<file path="src/rtl/uart_rx_fifo.sv">
// Receive FIFO between a UART receiver and its consumer: buffers received bytes,
// reports occupancy, and raises a sticky overrun flag when a byte must be dropped.
module uart_rx_fifo #(
    parameter int D_W    = 8,
    parameter int ADDR_W = 4,
    parameter int AF_LVL = 12
) (
    input  logic              clk,
    input  logic              rst,
    input  logic              wr_en,
    input  logic [D_W-1:0]    wr_data,
    input  logic              rd_en,
    input  logic              ovr_clr,
    output logic [D_W-1:0]    rd_data,
    output logic              rd_valid,
    output logic              empty,
    output logic              full,
    output logic              almost_full,
    output logic [ADDR_W:0]   count,
    output logic              overrun
);

    localparam int DEPTH = 1 << ADDR_W;
    localparam logic [ADDR_W:0]   C_DEPTH   = DEPTH[ADDR_W:0];
    localparam logic [ADDR_W:0]   C_AF      = AF_LVL[ADDR_W:0];
    localparam logic [ADDR_W:0]   C_CNT_ONE = {{ADDR_W{1'b0}}, 1'b1};
    localparam logic [ADDR_W-1:0] C_PTR_ONE = {{(ADDR_W-1){1'b0}}, 1'b1};

    logic [D_W-1:0]    r_mem [DEPTH];
    logic [ADDR_W-1:0] r_wptr;
    logic [ADDR_W-1:0] r_rptr;
    logic [ADDR_W:0]   r_count;
    logic              r_empty;
    logic              r_full;
    logic              r_almost_full;
    logic              r_overrun;
    logic [D_W-1:0]    r_rd_data;
    logic              r_rd_valid;

    logic              w_wr_acc;
    logic              w_rd_acc;
    logic              w_drop;
    logic [ADDR_W:0]   w_count_nxt;

    // Accept/drop decisions from the pre-edge flags; a read frees a slot for a write when full.
    always_comb begin
        w_wr_acc    = wr_en & (~r_full | rd_en);
        w_rd_acc    = rd_en & ~r_empty;
        w_drop      = wr_en & r_full & ~rd_en;
        w_count_nxt = r_count;
        if (w_wr_acc && !w_rd_acc) begin
            w_count_nxt = r_count + C_CNT_ONE;
        end else if (!w_wr_acc && w_rd_acc) begin
            w_count_nxt = r_count - C_CNT_ONE;
        end else begin
            w_count_nxt = r_count;
        end
    end

    // Byte storage; contents are not reset since the pointers define validity.
    always_ff @(posedge clk) begin
        if (w_wr_acc) begin
            r_mem[r_wptr] <= wr_data;
        end
    end

    // Pointers, occupancy flags, read port and overrun state.
    always_ff @(posedge clk or posedge rst) begin
        if (rst) begin
            r_wptr        <= {ADDR_W{1'b0}};
            r_rptr        <= {ADDR_W{1'b0}};
            r_count       <= {(ADDR_W+1){1'b0}};
            r_empty       <= 1'b1;
            r_full        <= 1'b0;
            r_almost_full <= 1'b0;
            r_overrun     <= 1'b0;
            r_rd_data     <= {D_W{1'b0}};
            r_rd_valid    <= 1'b0;
        end else begin
            if (w_wr_acc) begin
                r_wptr <= r_wptr + C_PTR_ONE;
            end
            if (w_rd_acc) begin
                r_rptr    <= r_rptr + C_PTR_ONE;
                r_rd_data <= r_mem[r_rptr];
            end
            r_rd_valid    <= w_rd_acc;
            r_count       <= w_count_nxt;
            r_empty       <= (w_count_nxt == {(ADDR_W+1){1'b0}});
            r_full        <= (w_count_nxt == C_DEPTH);
            r_almost_full <= (w_count_nxt >= C_AF);
            // A new drop wins over a simultaneous clear so no overrun is lost.
            if (w_drop) begin
                r_overrun <= 1'b1;
            end else if (ovr_clr) begin
                r_overrun <= 1'b0;
            end
        end
    end

    assign rd_data     = r_rd_data;
    assign rd_valid    = r_rd_valid;
    assign empty       = r_empty;
    assign full        = r_full;
    assign almost_full = r_almost_full;
    assign count       = r_count;
    assign overrun     = r_overrun;

endmodule

</file>
<file path="config.mk">
export PLATFORM = sky130hd
export DESIGN_NAME = uart_rx_fifo
export DESIGN_NICKNAME = d
export VERILOG_FILES = /design/src/rtl/uart_rx_fifo.sv
export SDC_FILE = /design/constraint.sdc
export NUM_CORES = 1
export LEC_CHECK = 0
export ABC_AREA = 1
export BUFFER_PORTS_ARGS = -buffer_cell sky130_fd_sc_hd__clkbuf_2
export CAP_MARGIN = 0
export CORE_MARGIN = 10
export CORE_UTILIZATION = 25
export CTS_BUF_LIST = sky130_fd_sc_hd__clkbuf_4 sky130_fd_sc_hd__clkbuf_8
export CTS_CLUSTER_DIAMETER = 80
export DETAILED_ROUTE_END_ITERATION = 7
export RECOVER_POWER = 50
export SLEW_MARGIN = 5
export SYNTH_ARGS = -nofsm -noshare
export SYNTH_HDL_FRONTEND = slang
export SYNTH_SLANG_ARGS = --single-unit
</file>
<file path="constraint.sdc">
create_clock -name clk -period 1.7 [get_ports clk]
set_input_delay 0.17 -clock clk [delete_from_list [all_inputs] [get_ports clk]]
set_output_delay 0.17 -clock clk [all_outputs]
set_load 0.005 [all_outputs]
</file>
* Word-level counts from Yosys, hierarchy flattened *
Memory sizes are Yosys's and may differ from the RTL's. A register that Yosys moved wholly into a read port is not among the register bits.
Index checks and enable logic that the tools add are counted.

word-level totals
  output and inout bits = 18
  bits in registers = 18
  bits of input ports = 13
  memory bits (writable) = 128
  memories kept = 1

cells by class
  bitwise gates (word level) = 8
  $lt $le $gt $ge = 1
  equality and inequality tests = 1
  muxes and demuxes = 6
  add/subtract/negate cells = 4
  reduce and logical (&&, ||, !) cells = 6

memory list
  name   depth  width  read ports  clocked after memory_dff  wr ports  line  text
  r_mem  16     8      1           1                         1         29    logic [D_W-1:0] r_mem [DEPTH];

operators by type and width
  kind                                                                                 count
  5-bit 2-to-1 mux                                                                     2
  4-bit by 1-bit adder with 4-bit output, second input constant                        2
  5-bit by 1-bit adder with 5-bit output, second input constant                        1
  5-bit equality test, second input constant                                           1
  5-bit by 4-bit greater-or-equal comparator with 1-bit output, second input constant  1
  5-bit zero test                                                                      1
  5-bit by 1-bit subtractor with 5-bit output, second input constant                   1
  1-bit bitwise AND                                                                    4
  1-bit 2-to-1 mux                                                                     4
  1-bit inverter                                                                       3
  1-bit logical AND                                                                    2
  1-bit zero test                                                                      2
  2-bit nonzero test                                                                   1
  1-bit OR                                                                             1

* Depth between registers and ports, before layout *
  depth in word-level cells = 8
  depth in mapped cells = 11

* Worst setup path after synthesis *
Ideal clock, no wire load.

  path type = register -> register
  from = reg r_full (netlist: full)
  to = mem r_mem[11][0], enable pin
  data arrival time = 1222 ps
  required time = 1330 ps
  path buffers = 0
  clock period less this slack = 1592 ps
  setup slack = 108 ps
  cell stages (with the launch flop) = 6
  cells stage by stage = dfrtp_1 nand2_1 nand2_2 inv_1 nand2_1 nor2_1

on the way
  longest elaborated chain between the ends = 5

RTL lines
  element                                 line  text
  start: declaration                      34    logic r_full;
  start signal: assignment                90    r_full <= (w_count_nxt == C_DEPTH);
  1-bit inverter                          47    w_wr_acc = wr_en & (~r_full | rd_en);
  1-bit OR                                47
  1-bit bitwise AND                       47
  1-bit 2-to-1 mux                        62    if (w_wr_acc) begin
  1-bit 2-to-1 mux (implied by the code)  63    r_mem[r_wptr] <= wr_data;
  end: declaration                        29

No other way between the ends.

* Final worst setup path *
  from = in rd_en
  to = mem r_mem[7][1], enable pin

on the way
  longest elaborated chain between the ends = 4

RTL lines
  element                                 line  text
  start: declaration                      12    input logic rd_en,
  1-bit OR                                47
  1-bit bitwise AND                       47
  1-bit 2-to-1 mux                        62
  1-bit 2-to-1 mux (implied by the code)  63

No other way between the ends.

==> qor.csv <==
metric;value;unit
Cells after DPL;940;
final WL;14.8;mm
Critical Path, Cell by Cell;dlygate4sd3_1 -> clkbuf_2 -> inv_2 -> nand2_1 -> nand2_2 -> inv_1 -> nand2_1 -> nor2_1 -> buf_4;
share of total power in combinational logic;35.7;%
fraction of registers with async set/reset;16.9;%
number of DRC violations after detailed routing;0;
part of the total power dissipated in the clock network;22.0;%
Multi-input gate area;1700;sq um
setup total negative slack;0;ns
Synthesized Nets;596;
cell count after synthesis;576;
final hold violation count;0;
count of maximum capacitance violations;0;
Power per Cell Area;1580;nW/um^2
filler cell count in the final layout;2590;
Switching Fraction;37.3;%
synth warn;0;
ys flop type;sky130_fd_sc_hd__edfxtp_1;
adder-cell share of the synthesized area;1.36;%
insertion delay of the later-clocked pin in the worst-skew pair;0.45;ns
arrival time of data at the critical path endpoint;1.77;ns
number of nets in the finished design;652;
category of the worst setup path launch point;input port;
unique cell type count in the Yosys netlist;26;
fraction of final layout cells sized beyond drive strength 1;14.4;%
number of buffer cells added on primary ports;30;
highest achievable clock rate;619;MHz
compound-cell area share of the yosys netlist;1.57;%
mean routed wirelength per cell;15.2;um
library cell appearing most often on the critical path;sky130_fd_sc_hd__nand2_1;
area of the die;32600;sq um
half-perimeter wire length of the detailed placement result;9.99;mm
worst setup margin;0.0856;ns
max-slew violation count;0;
maximum number of pins on one net before global-route repair;66;
switching power;4.41;mW
die outline height;180;um
clk root buf;sky130_fd_sc_hd__clkbuf_8;
placeable core area;25300;sq um
die width;180;um
initial cell density of the core;25.5;%
clock-pin slew on the worst setup and hold paths;0.08;ns
Worst path max stage delay;0.52;ns
count of inserted antenna diode cells;0;
average size of a mapped cell;11.2;sq um
worst setup timing slack at the placement stage;0.120;ns
RSZ-0062 raised after global routing;yes;
main combinational cell family by area after synthesis;simple AND/OR/NAND/NOR gates;
Post-Route Utilization;29.7;%
sequential cell fraction of total power;42.3;%
Static Leak;2.94;nW
placement-stage cell area;7120;sq um
number of antenna violations at the first check in global routing;0;
crit path max-delay cell type;sky130_fd_sc_hd__dlygate4sd3_1;
Finished Cell Area;7510;sq um
Setup Crit Path Kind;in -> reg;
highest fanout seen on the critical path;8;
post-synthesis instance area;6440;sq um
TritonCTS clock tree;done;
clock buffers created by TritonCTS;17;
result of the run;complete, no violations;
number of enable flip-flop cells after synthesis;128;
Max Clock Skew;0.00932;ns
wire length of the first global-routing pass;23.4;mm
Seq cells post-synth;154;
layout-stage area growth over the synthesis result;16.6;%
CTS max path bufs;2;
Cell Int Power;7.42;mW
area fraction in and, or, nand and nor cells after synthesis;22.3;%
routed vias;4259;
non-filler cells in the finished layout;975;
post-route worst hold slack;0.0462;ns
weighted congestion reported at the end of routability-driven placement;0.817;
deepest level of the CTS H-tree;4;
CP endpoint kind;flip-flop;
synthesized-area fraction occupied by xor and xnor cells;1.09;%
data required time at the worst endpoint;1.85;ns
I/O pin count;31;
type of the worst min-delay path;in -> reg;
ratio of final minimum period to clock period;95.0;%
remaining antenna violation count;0;
total setup violations reported at the end of the flow;0;
overall fraction of global-route tracks in use;9.23;%
Total Power Consumption;11.8;mW
clk sink count;154;
number of violations reported at the end of detailed-routing iteration 0;216;
sum of overflow across all layers after global routing;0;
Detailed Routing Iterations Pass 1;5;
register area;4500;sq um
maximum ir drop on the vdd rail;0.000856;V
Max-Slew Margin vs Limit;35.3;%
Placement Rows;58;
Slew @ Worst Pin;0.971;ns
post-synthesis sequential area ratio;69.8;%
mux share of post-synthesis cell area;0;%
via count of the first global-routing pass;4298;
vias per cell;4.37;
Period minus WS final;1.61;ns
==> placed cells by master, fill, tap and decap left out, types with 3 or more instances in the layout <==
cell	netlist	layout
sky130_fd_sc_hd__o21ai_0	3	3
sky130_fd_sc_hd__inv_2	4	4
sky130_fd_sc_hd__dlygate4sd3_1	0	3
sky130_fd_sc_hd__a21oi_1	4	4
sky130_fd_sc_hd__ha_1	7	7
sky130_fd_sc_hd__o211ai_1	4	4
sky130_fd_sc_hd__edfxtp_1	128	128
sky130_fd_sc_hd__buf_4	12	25
sky130_fd_sc_hd__nor2_1	24	23
sky130_fd_sc_hd__a21boi_0	4	4
sky130_fd_sc_hd__xor2_1	7	7
sky130_fd_sc_hd__clkbuf_1	5	8
sky130_fd_sc_hd__buf_12	0	4
sky130_fd_sc_hd__clkbuf_8	0	17
sky130_fd_sc_hd__clkbuf_2	0	23
sky130_fd_sc_hd__clkinv_2	0	5
sky130_fd_sc_hd__nand2_1	212	212
sky130_fd_sc_hd__clkinv_1	0	3
sky130_fd_sc_hd__inv_1	19	19
sky130_fd_sc_hd__nand3_1	97	97
sky130_fd_sc_hd__dfrtp_1	25	24
==> kinds of logic (layout without fill, tap and decap cells) <==
family	after synthesis	count (layout)
buffers and inverters	49	118
adders and majority gates	7	7
and+or+nand+nor	342	342
AOI/OAI and AO/OA	16	16
DFF	154	154
xor gates and xnor gates	8	8
==> area by class of cell <==
cell class	count	area share, %
well taps	330	5.50
clock inverters	14	1.72
inverters	23	1.15
repair buffers	63	5.90
clock buffers	18	3.22
flip-flops and latches	154	59.9
multi-input cells	373	22.6
==> per-layer routing <==
layer | vias to the layer above | part of all wire (%) | global-route usage (%)
met1 | 2077 | 42 | 10.3
li1 | 2065 | - | -
met4 | 0 | 2.6 | 4.63
met2 | 93 | 51 | 16.0
met5 | - | 0 | 0
met3 | 24 | 4.1 | 2.45
==> state kept, by name (all words and copies together) (netlist names) <==
register,count
r_mem,128
overrun,1
rd_valid,1
empty,1
rd_data,8
r_wptr,4
almost_full,1
r_rptr,4
count,5
full,1
==> cells in the mapped netlist, types with 2 or more instances <==
cell | number | share of area, %
sky130_fd_sc_hd__nor2_1 | 24 | 1.4
sky130_fd_sc_hd__nor3_1 | 2 | 0.16
sky130_fd_sc_hd__nand2_2 | 2 | 0.19
sky130_fd_sc_hd__a21oi_1 | 4 | 0.31
sky130_fd_sc_hd__nand2_1 | 212 | 12
sky130_fd_sc_hd__inv_2 | 4 | 0.23
sky130_fd_sc_hd__edfxtp_1 | 128 | 60
sky130_fd_sc_hd__inv_1 | 19 | 1.1
sky130_fd_sc_hd__nand3_1 | 97 | 7.5
sky130_fd_sc_hd__o21ai_0 | 3 | 0.23
sky130_fd_sc_hd__buf_4 | 12 | 1.4
sky130_fd_sc_hd__xor2_1 | 7 | 0.95
sky130_fd_sc_hd__nand4_1 | 2 | 0.19
sky130_fd_sc_hd__ha_1 | 7 | 1.4
sky130_fd_sc_hd__buf_2 | 8 | 0.62
sky130_fd_sc_hd__clkbuf_1 | 5 | 0.29
sky130_fd_sc_hd__o211ai_1 | 4 | 0.47
sky130_fd_sc_hd__a21boi_0 | 4 | 0.47
sky130_fd_sc_hd__dfrtp_1 | 25 | 9.7
==> final timing paths <==
path / startpoint / endpoint / cells past startpoint / slack, ns
min: wr_en / overrun$_DFFE_PP0P_ / 3 / 0.05
min reg2reg: rd_data[4]$_DFFE_PP0P_ / rd_data[4]$_DFFE_PP0P_ / 2 / 0.48
max: rd_en / r_mem[7][1]$_DFFE_PP_ / 9 / 0.09
max reg2reg: full$_DFF_PP0_ / r_mem[7][1]$_DFFE_PP_ / 6 / 0.12
max in group asynchronous: rst / r_rptr[0]$_DFFE_PP0P_ / 4 / 0.78
min in group asynchronous: rst / rd_valid$_DFF_PP0_ / 4 / 0.43
==> worst max-delay path, delay by kind of cell <==
kind,cells,cell delay [ns]
buffers and inverters,5,1.05
AND/OR/NAND/NOR,4,0.53
==> what timing repair did <==
| action | 4_1_cts | 5_1_grt |
|---|---|---|
| endpoints found under the hold margin | 27 | 0 |
| hold buffers | 3 | 0 |
| endpoints found under the setup margin | 0 | 39 |
| resized for setup | 0 | 1 |
| setup buffers | 0 | 0 |
==> power groups by stage <==
stage / clock network (mW) / registers [mW] / logic [mW]
2_1_floorplan: 0 / 4.99 / 2.87
3_3_place_gp: 0 / 5.07 / 4.22
3_5_place_dp: 0 / 5.08 / 4.26
4_1_cts: 2.68 / 5.00 / 4.27
5_1_grt: 2.85 / 5.05 / 4.76
6_report: 2.60 / 5.01 / 4.22
(Power assumes the default switching activity.)
